===== config.mk =====
export PLATFORM = sky130hd
export DESIGN_NAME = bcd_seg_scanner
export DESIGN_NICKNAME = d
export VERILOG_FILES = /design/src/rtl/bcd_seg_scanner.sv
export SDC_FILE = /design/constraint.sdc
export NUM_CORES = 1
export LEC_CHECK = 0
export CAP_MARGIN = 30
export CORE_ASPECT_RATIO = 0.75
export CORE_UTILIZATION = 40
export CTS_CLUSTER_DIAMETER = 40
export CTS_CLUSTER_SIZE = 10
export DETAILED_ROUTE_END_ITERATION = 6
export GPL_TIMING_DRIVEN = 0
export SYNTH_ARGS = -nofsm -noshare
export SYNTH_HDL_FRONTEND = slang
export SYNTH_SLANG_ARGS = --single-unit

===== constraint.sdc =====
create_clock -name clock -period 2.4 [get_ports clock]
set_input_delay 0.48 -clock clock [delete_from_list [all_inputs] [get_ports clock]]
set_output_delay 0.48 -clock clock [all_outputs]
set_load 0.05 [all_outputs]

===== src/rtl/bcd_seg_scanner.sv =====
// Multiplexed 7-segment scanner for packed BCD values.
// One digit position is lit per time slot. A new value is only taken at the
// frame boundary, so a frame never shows a mix of two values. Leading zeros
// can be blanked, and each slot starts with a dark guard interval to avoid
// ghosting. A one-cycle frame_done pulse marks each scan wrap.
module bcd_seg_scanner #(
  parameter int NDECS          = 3,
  parameter int CLK_DIV        = 1000,
  parameter int GUARD          = 2,
  parameter int BLANK_LZ       = 1,
  parameter int SEG_ACTIVE_LOW = 1,
  parameter int DIG_ACTIVE_LOW = 1
) (
  input  logic               clock,
  input  logic               reset,
  input  logic [NDECS*4-1:0] decimal,
  input  logic               load,
  output logic [6:0]         segments,
  output logic [NDECS-1:0]   digit_en,
  output logic               frame_done
);

  localparam int CW = (CLK_DIV > 1) ? $clog2(CLK_DIV) : 1;
  localparam int IW = (NDECS > 1) ? $clog2(NDECS) : 1;
  localparam logic [CW-1:0]    CNT_LAST = CW'(CLK_DIV - 1);
  localparam logic [IW-1:0]    IDX_LAST = IW'(NDECS - 1);
  localparam logic [CW-1:0]    GUARD_C  = CW'(GUARD);
  localparam logic [6:0]       SEG_OFF  = (SEG_ACTIVE_LOW != 0) ? 7'h7F : 7'h00;
  localparam logic [NDECS-1:0] DIG_OFF  = (DIG_ACTIVE_LOW != 0) ? {NDECS{1'b1}} : {NDECS{1'b0}};

  // Reject parameter sets the scan timing cannot honour.
  generate
    if (GUARD >= CLK_DIV || GUARD < 0 || CLK_DIV < 2 || NDECS < 1) begin : g_bad_params
      $error("bcd_seg_scanner: need NDECS>=1, CLK_DIV>=2 and 0<=GUARD<CLK_DIV");
    end
  endgenerate

  logic [NDECS*4-1:0] pending_reg, pending_next;
  logic [NDECS*4-1:0] display_reg, display_next;
  logic [CW-1:0]      cnt_reg, cnt_next;
  logic [IW-1:0]      index_reg, index_next;
  logic [6:0]         seg_reg, seg_next;
  logic [NDECS-1:0]   en_reg, en_next;
  logic               frame_done_reg, frame_done_next;

  logic               tick;
  logic               wrap;
  logic               in_guard;
  logic               show;
  logic [3:0]         cur_digit;
  logic [6:0]         seg_on;
  logic [NDECS-1:0]   en_on;

  // Per-position digit value and "may be lit" flag (false only for a leading zero).
  logic [3:0]       digit_val [NDECS];
  logic [NDECS-1:0] lit_ok;

  genvar gi;
  generate
    for (gi = 0; gi < NDECS; gi++) begin : g_digit
      assign digit_val[gi] = display_reg[gi*4 +: 4];
      if (gi == 0 || BLANK_LZ == 0) begin : g_keep
        assign lit_ok[gi] = 1'b1;
      end else begin : g_lz
        // Lit if this digit or any more significant one is non-zero.
        assign lit_ok[gi] = |display_reg[NDECS*4-1:gi*4];
      end
    end
  endgenerate

  // BCD to segment pattern {g,f,e,d,c,b,a}, active-high; non-decimal codes show a dash.
  function automatic logic [6:0] decode(input logic [3:0] d);
    case (d)
      4'd0:    decode = 7'b0111111;
      4'd1:    decode = 7'b0000110;
      4'd2:    decode = 7'b1011011;
      4'd3:    decode = 7'b1001111;
      4'd4:    decode = 7'b1100110;
      4'd5:    decode = 7'b1101101;
      4'd6:    decode = 7'b1111101;
      4'd7:    decode = 7'b0000111;
      4'd8:    decode = 7'b1111111;
      4'd9:    decode = 7'b1101111;
      default: decode = 7'b1000000;
    endcase
  endfunction

  // Next-state: prescaler, scan index, capture/commit of values, and output patterns.
  always_comb begin
    tick            = (cnt_reg == CNT_LAST);
    wrap            = tick && (index_reg == IDX_LAST);
    in_guard        = (GUARD > 0) && (cnt_reg < GUARD_C);
    cur_digit       = digit_val[index_reg];
    show            = !in_guard && lit_ok[index_reg];
    seg_on          = decode(cur_digit);
    en_on           = NDECS'(1) << index_reg;

    pending_next    = load ? decimal : pending_reg;
    display_next    = display_reg;
    cnt_next        = tick ? '0 : cnt_reg + 1'b1;
    index_next      = index_reg;
    frame_done_next = wrap;

    if (tick) begin
      index_next = (index_reg == IDX_LAST) ? '0 : index_reg + 1'b1;
    end
    // A load on the boundary cycle itself goes straight to the display.
    if (wrap) begin
      display_next = load ? decimal : pending_reg;
    end

    seg_next = (show ? seg_on : 7'h00) ^ SEG_OFF;
    en_next  = (show ? en_on : {NDECS{1'b0}}) ^ DIG_OFF;
  end

  // State and output registers, synchronous reset to a dark display.
  always_ff @(posedge clock) begin
    if (reset) begin
      pending_reg    <= '0;
      display_reg    <= '0;
      cnt_reg        <= '0;
      index_reg      <= '0;
      seg_reg        <= SEG_OFF;
      en_reg         <= DIG_OFF;
      frame_done_reg <= 1'b0;
    end else begin
      pending_reg    <= pending_next;
      display_reg    <= display_next;
      cnt_reg        <= cnt_next;
      index_reg      <= index_next;
      seg_reg        <= seg_next;
      en_reg         <= en_next;
      frame_done_reg <= frame_done_next;
    end
  end

  assign segments   = seg_reg;
  assign digit_en   = en_reg;
  assign frame_done = frame_done_reg;

endmodule

# Yosys cells after proc, flatten, opt, wreduce, memory -nomap -nowiden
# Memory sizes are Yosys's and may differ from the RTL's.
# Index checks and enable logic that the tools add are counted.
totals:
  ff_bits: 47
  latchBits: 0
  ramBits: 0
  mem_bits_ro: 112
  input_bits: 15
  out_inout_bits: 11
  word_cells: 34
  n_memories: 1
classes:
  addsub: 2
  multipliers: 0
  div: 0
  order_cmp: 3
  n_eq_ne: 2
  shift: 1
  mux: 9
  bitwise: 3
  n_reduce_logical: 6
memory_table:
  columns: ["memory", "words", "word_bits", "read_ports", "rd_clocked_by_memory_dff", "wr", "line", "rtl"]
  rows:
  - ["(no name shown)", 16, 7, 1, 0, 0, "73", "case (d)"]
ops:
  columns: ["cell", "count"]
  rows:
  - ["12-bit 2-to-1 mux", 1]
  - ["10-bit by 1-bit adder with 10-bit output, second input constant", 1]
  - ["10-bit equality test, second input constant", 1]
  - ["10-bit by 2-bit < comparator with 1-bit output, second input constant", 1]
  - ["4-bit binary-select mux with 2-bit select", 1]
  - ["4-bit 2-to-1 mux", 2]
  - ["8-bit OR reduction", 1]
  - ["7-bit 2-to-1 mux", 1]
  - ["7-bit NOT", 1]
  - ["4-bit OR reduction", 1]
  - ["3-bit >= comparator, second input constant", 1]
  - ["2-bit by 3-bit < comparator with 1-bit output, second input constant", 1]
  - ["3-bit 2-to-1 mux", 1]
  - ["2-bit NOT with 3-bit output", 1]
  - ["3-bit NOT", 1]
  - ["1-bit by 2-bit << shifter with 3-bit output, first input constant", 1]
  - ["2-bit by 1-bit adder with 2-bit output, second input constant", 1]
  - ["1-bit binary-select mux with 2-bit select", 1]
  - ["2-bit equality test, second input constant", 1]
  - ["1-bit logical AND", 2]
  - ["2-bit 2-to-1 mux", 1]
  - ["2-bit OR reduction", 1]
  - ["1-bit logical NOT", 1]
  - ["1-bit 2-to-1 mux", 1]

# Longest topological paths before layout
# An unclocked memory read counts as a cell.
logic_depth:
  word_depth: 7
  depth_mapped: 8
  mapped_depth_nobuf: 7

# Worst setup path after synthesis
# OpenSTA, ideal clock, no wires.
synth_path:
  path_kind: "reg2reg"
  start: "register index_reg[0]"
  end: "register seg_reg[5], in the netlist segments[5]"
  setup_ns: 0.134
  arrival_time_ns: 1.748
  required_time_ns: 2.266
  slack_ns: 0.518
  stages_incl_launch_ff: 8
  path_buffers: 1
  period_less_slack_ns: 1.882
  path_cell_list: "dfxtp_1 buf_2 mux2i_1 a2bb2oi_1 inv_1 ha_1 nor4_1 o31ai_1"
synth_via:
  elab_chain_cells: 7
  word_cells_on_any_way: 10
  cone_classes: "6 x mux; 2 x bitwise; 1 x reduce/logical; 1 x memory"
synth_rtl:
  columns: ["element", "line", "rtl"]
  rows:
  - ["start, declared", "41", "logic [IW-1:0] index_reg, index_next;"]
  - ["start signal, assigned", "130", "index_reg <= index_next;"]
  - ["2-bit NOT with 3-bit output (implied by the code)", "93", "cur_digit = digit_val[index_reg];"]
  - ["4-bit binary-select mux with 2-bit select", "93", null]
  - ["4-bit 2-to-1 mux (implied by the code) (2 in a row)", "93", null]
  - ["memory 16 x 7 bit", null, null]
  - ["7-bit 2-to-1 mux *", "112", "seg_next = (show ? seg_on : 7'h00) ^ SEG_OFF;"]
  - ["7-bit NOT (no source line) *", null, null]
  - ["end signal, assigned", "131", "seg_reg <= seg_next;"]
  - ["end, declared", "42", "logic [6:0] seg_reg, seg_next;"]
# Every way passes the cells marked *; elsewhere a longest branch is shown, timed or not. The select of a mux whose other input is x is not followed.
# A chain may end at the register's enable or synchronous reset.

# Worst setup path after layout
# Ends and elaborated chain as after synthesis.

==> results.toml <==
[final_layout]
antenna_cells = 0
final_common_cell = "dfxtp_1"
final_cells = 298
post-route-util_pct = 52.87
fillCellCount = 419
design_area_um2 = 2445
final_nets = 261
drive_above_1_share_pct = 11.20
area_growth_pct = 22.66
layout_common_cells = "dfxtp_1, nor2_1, clkdlybuf4s50_1"

[pwr]
power.total_mw = 1.569
ir_drop_mv = 0.2955
total_leakage_power_nw = 0.9419
p_int_mw = 1.205
powerDensity_nw_per_um2 = 641.8
p_seq_share_pct = 52.0
power.switching_uw = 364.3
power_frac_clock_pct = 38.6
p_comb_share_pct = 9.4
swShare_pct = 23.22

[floorplan]
dieArea_um2 = 5272
initial_core_util_pct = 43.10
floorplan.die.width_um = 83.51
core_area_um2 = 4624
io_pins = 26
fp.dieH_um = 63.13
num_rows = 21

[worst_hold_path]
holdPathEnd = "cnt_reg[0]$_SDFF_PP0_"
hold_path_depth = 1
min_path_type = "reg2reg"
hold_start = "cnt_reg[0]$_SDFF_PP0_"

[sta]
slew_headroom_pct = 58.21
drv_slew = 0
fin_ws_ps = 229.4
period_share_pct = 90.44
finalSetupTns_ps = 0
final_hold_viol_count = 0
timing.hold.ws_ps = 472.3
rsz0062_at_grt = "no"
worst_slew_pin_slew_ps = 626.9
clock_skew_ps = 3.092
period_minus_slack_ps = 2171
max_freq_mhz = 460.7
setup_violations = 0

[placed_design]
port_buffers = 25
place_congestion = 0.7865
dp_hpwl_um = 2663
dpl.cell_count = 290
dp_worst_setup_slack_ps = 149.4
placed_cell_area_um2 = 2315

[worst_setup_path]
worst_ep_required_time_ps = 2570
worstRegToRegCells = 8
critPathArrivalTime_ps = 2340
cp-end-kind = "flip-flop"
worst-path-max-fanout = 10
regToRegStartpoint = "index_reg[0]$_SDFFE_PP0N_"
reg2reg_slack_ps = 230
timing.rr.end = "segments[5]$_SDFF_PP1_"
crit_path_start_kind = "flip-flop"
startpoint = "index_reg[0]$_SDFFE_PP0N_"
path_class = "reg2reg"

[logic_synthesis]
synth_area_per_cell_um2 = 9.583
synth_nets = 229
async_flop_share_pct = 0
synthFlopType = "dfxtp_1"
synthCells = 208
synth_seq_area_share_pct = 47.21
synth_edf_count = 0
synthDistinctLibCells = 36
syn_area_um2 = 1993
ys_seq_elements = 47
ys_warn_count = 0

[flow_run]
maxCapViolCount = 0

[global_routing]
grt_overflow = 0
grt_antenna_before_repair = 0
grt_use_total_pct = 15.77
grt_pass1_wl_um = 6486
grt_pass1_vias = 1380
grt_max_degree = 15

[status]
outcome = "finished clean"

[clock_network]
cts_buffers = 5
root_buffer = "clkbuf_8"
cts_buffer_depth = 2
cts.sinks = 47
htreeDepth = 2
path_clk_slew_ps = 90
clk_latency_ps = 300
cts_tree = "yes"

[route]
vias = 1453
drtPass1Iterations = 4
viasPerCell = 4.876
antenna_left = 0
wirelength_um = 3655
wire_per_inst_um = 12.27
drtIter0Drc = 32
route.detailed.drc = 0
## logic make-up (layout without fill, tap and decap cells)
family	count (synthesis)	in the layout	share of synthesized area [%]
simple gates	82	82	19.27
buf+inv	16	49	3.955
fa+ha+maj	6	6	3.766
xor+xnor	8	8	3.516
mux	19	19	9.542
flops	47	47	47.21
compound gates	30	30	12.74
## synthesized netlist by cell type (all sizes together) (2+ instances only)
cell	number	area, µm²
nor3	7	35.03
a21oi	4	20.02
dfxtp	47	940.9
a2bb2oi	2	23.77
buf	6	41.28
mux2i	19	190.2
nand4	2	18.77
clkbuf	5	18.77
o21ai	4	20.02
o2bb2ai	2	17.52
nand3	3	15.01
a211oi	12	130.1
inv	5	18.77
ha	6	75.07
a31oi	2	12.51
xnor2	7	61.31
nor2	46	172.7
nand2b	2	12.51
o31ai	3	22.52
nor4	6	52.55
nand2	10	37.54
## critical path, stage by stage (launching register included)
cell and delay, ps:
dfxtp_1 380, buf_2 240, mux2i_1 210, nor2_1 60, a21oi_1 340, inv_1 120, ha_1 230, nor4_1 330
o31ai_1 120
## power by group through the flow
stage | clock [mW] | sequential (mW) | combinational, mW
after floorplan | 0 | 0.872 | 0.0530
after global placement | 0 | 0.834 | 0.149
after detailed placement | 0 | 0.835 | 0.150
after CTS | 0.617 | 0.816 | 0.150
after global routing | 0.662 | 0.819 | 0.162
final | 0.605 | 0.816 | 0.148
## cell type report
type / count / area, µm² / share of cell area (%)
tap: 57 / 71.32 / 2.917
inverter: 5 / 18.77 / 0.7677
clock buffer: 6 / 82.58 / 3.378
sequential: 47 / 940.9 / 38.49
multi-input combinational: 145 / 985.9 / 40.33
buffer: 11 / 60.06 / 2.457
clock inverter: 2 / 35.03 / 1.433
timing repair buffer: 25 / 250.2 / 10.24
## routing by layer
| layer | global-route usage, % | routed length (µm) | up-vias |
|---|---|---|---|
| li1 | - | - | 785 |
| met1 | 22.62 | 2075 | 637 |
| met2 | 22.03 | 1386 | 24 |
| met3 | 4.587 | 134 | 7 |
| met4 | 6.356 | 59 | 0 |
| met5 | 0 | 0 | - |
## how the worst max path moves through the flow
stage / end / slack [ps] / depth (start not counted)
floorplan: segments[5]$_SDFF_PP1_ / 520 / 7
global placement: segments[5]$_SDFF_PP1_ / 180 / 7
CTS: segments[5]$_SDFF_PP1_ / 130 / 7
global route: segments[3]$_SDFF_PP1_ / 20 / 8
detailed placement: segments[5]$_SDFF_PP1_ / 150 / 7
finish: segments[5]$_SDFF_PP1_ / 230 / 8
## timing repair
action / CTS / global route
hold buffers: 0 / 0
setup buffers: 0 / 0
resized for setup: 0 / 2
endpoints found under the setup margin: 0 / 3
No activity file was read; power rests on OpenSTA's default activity.
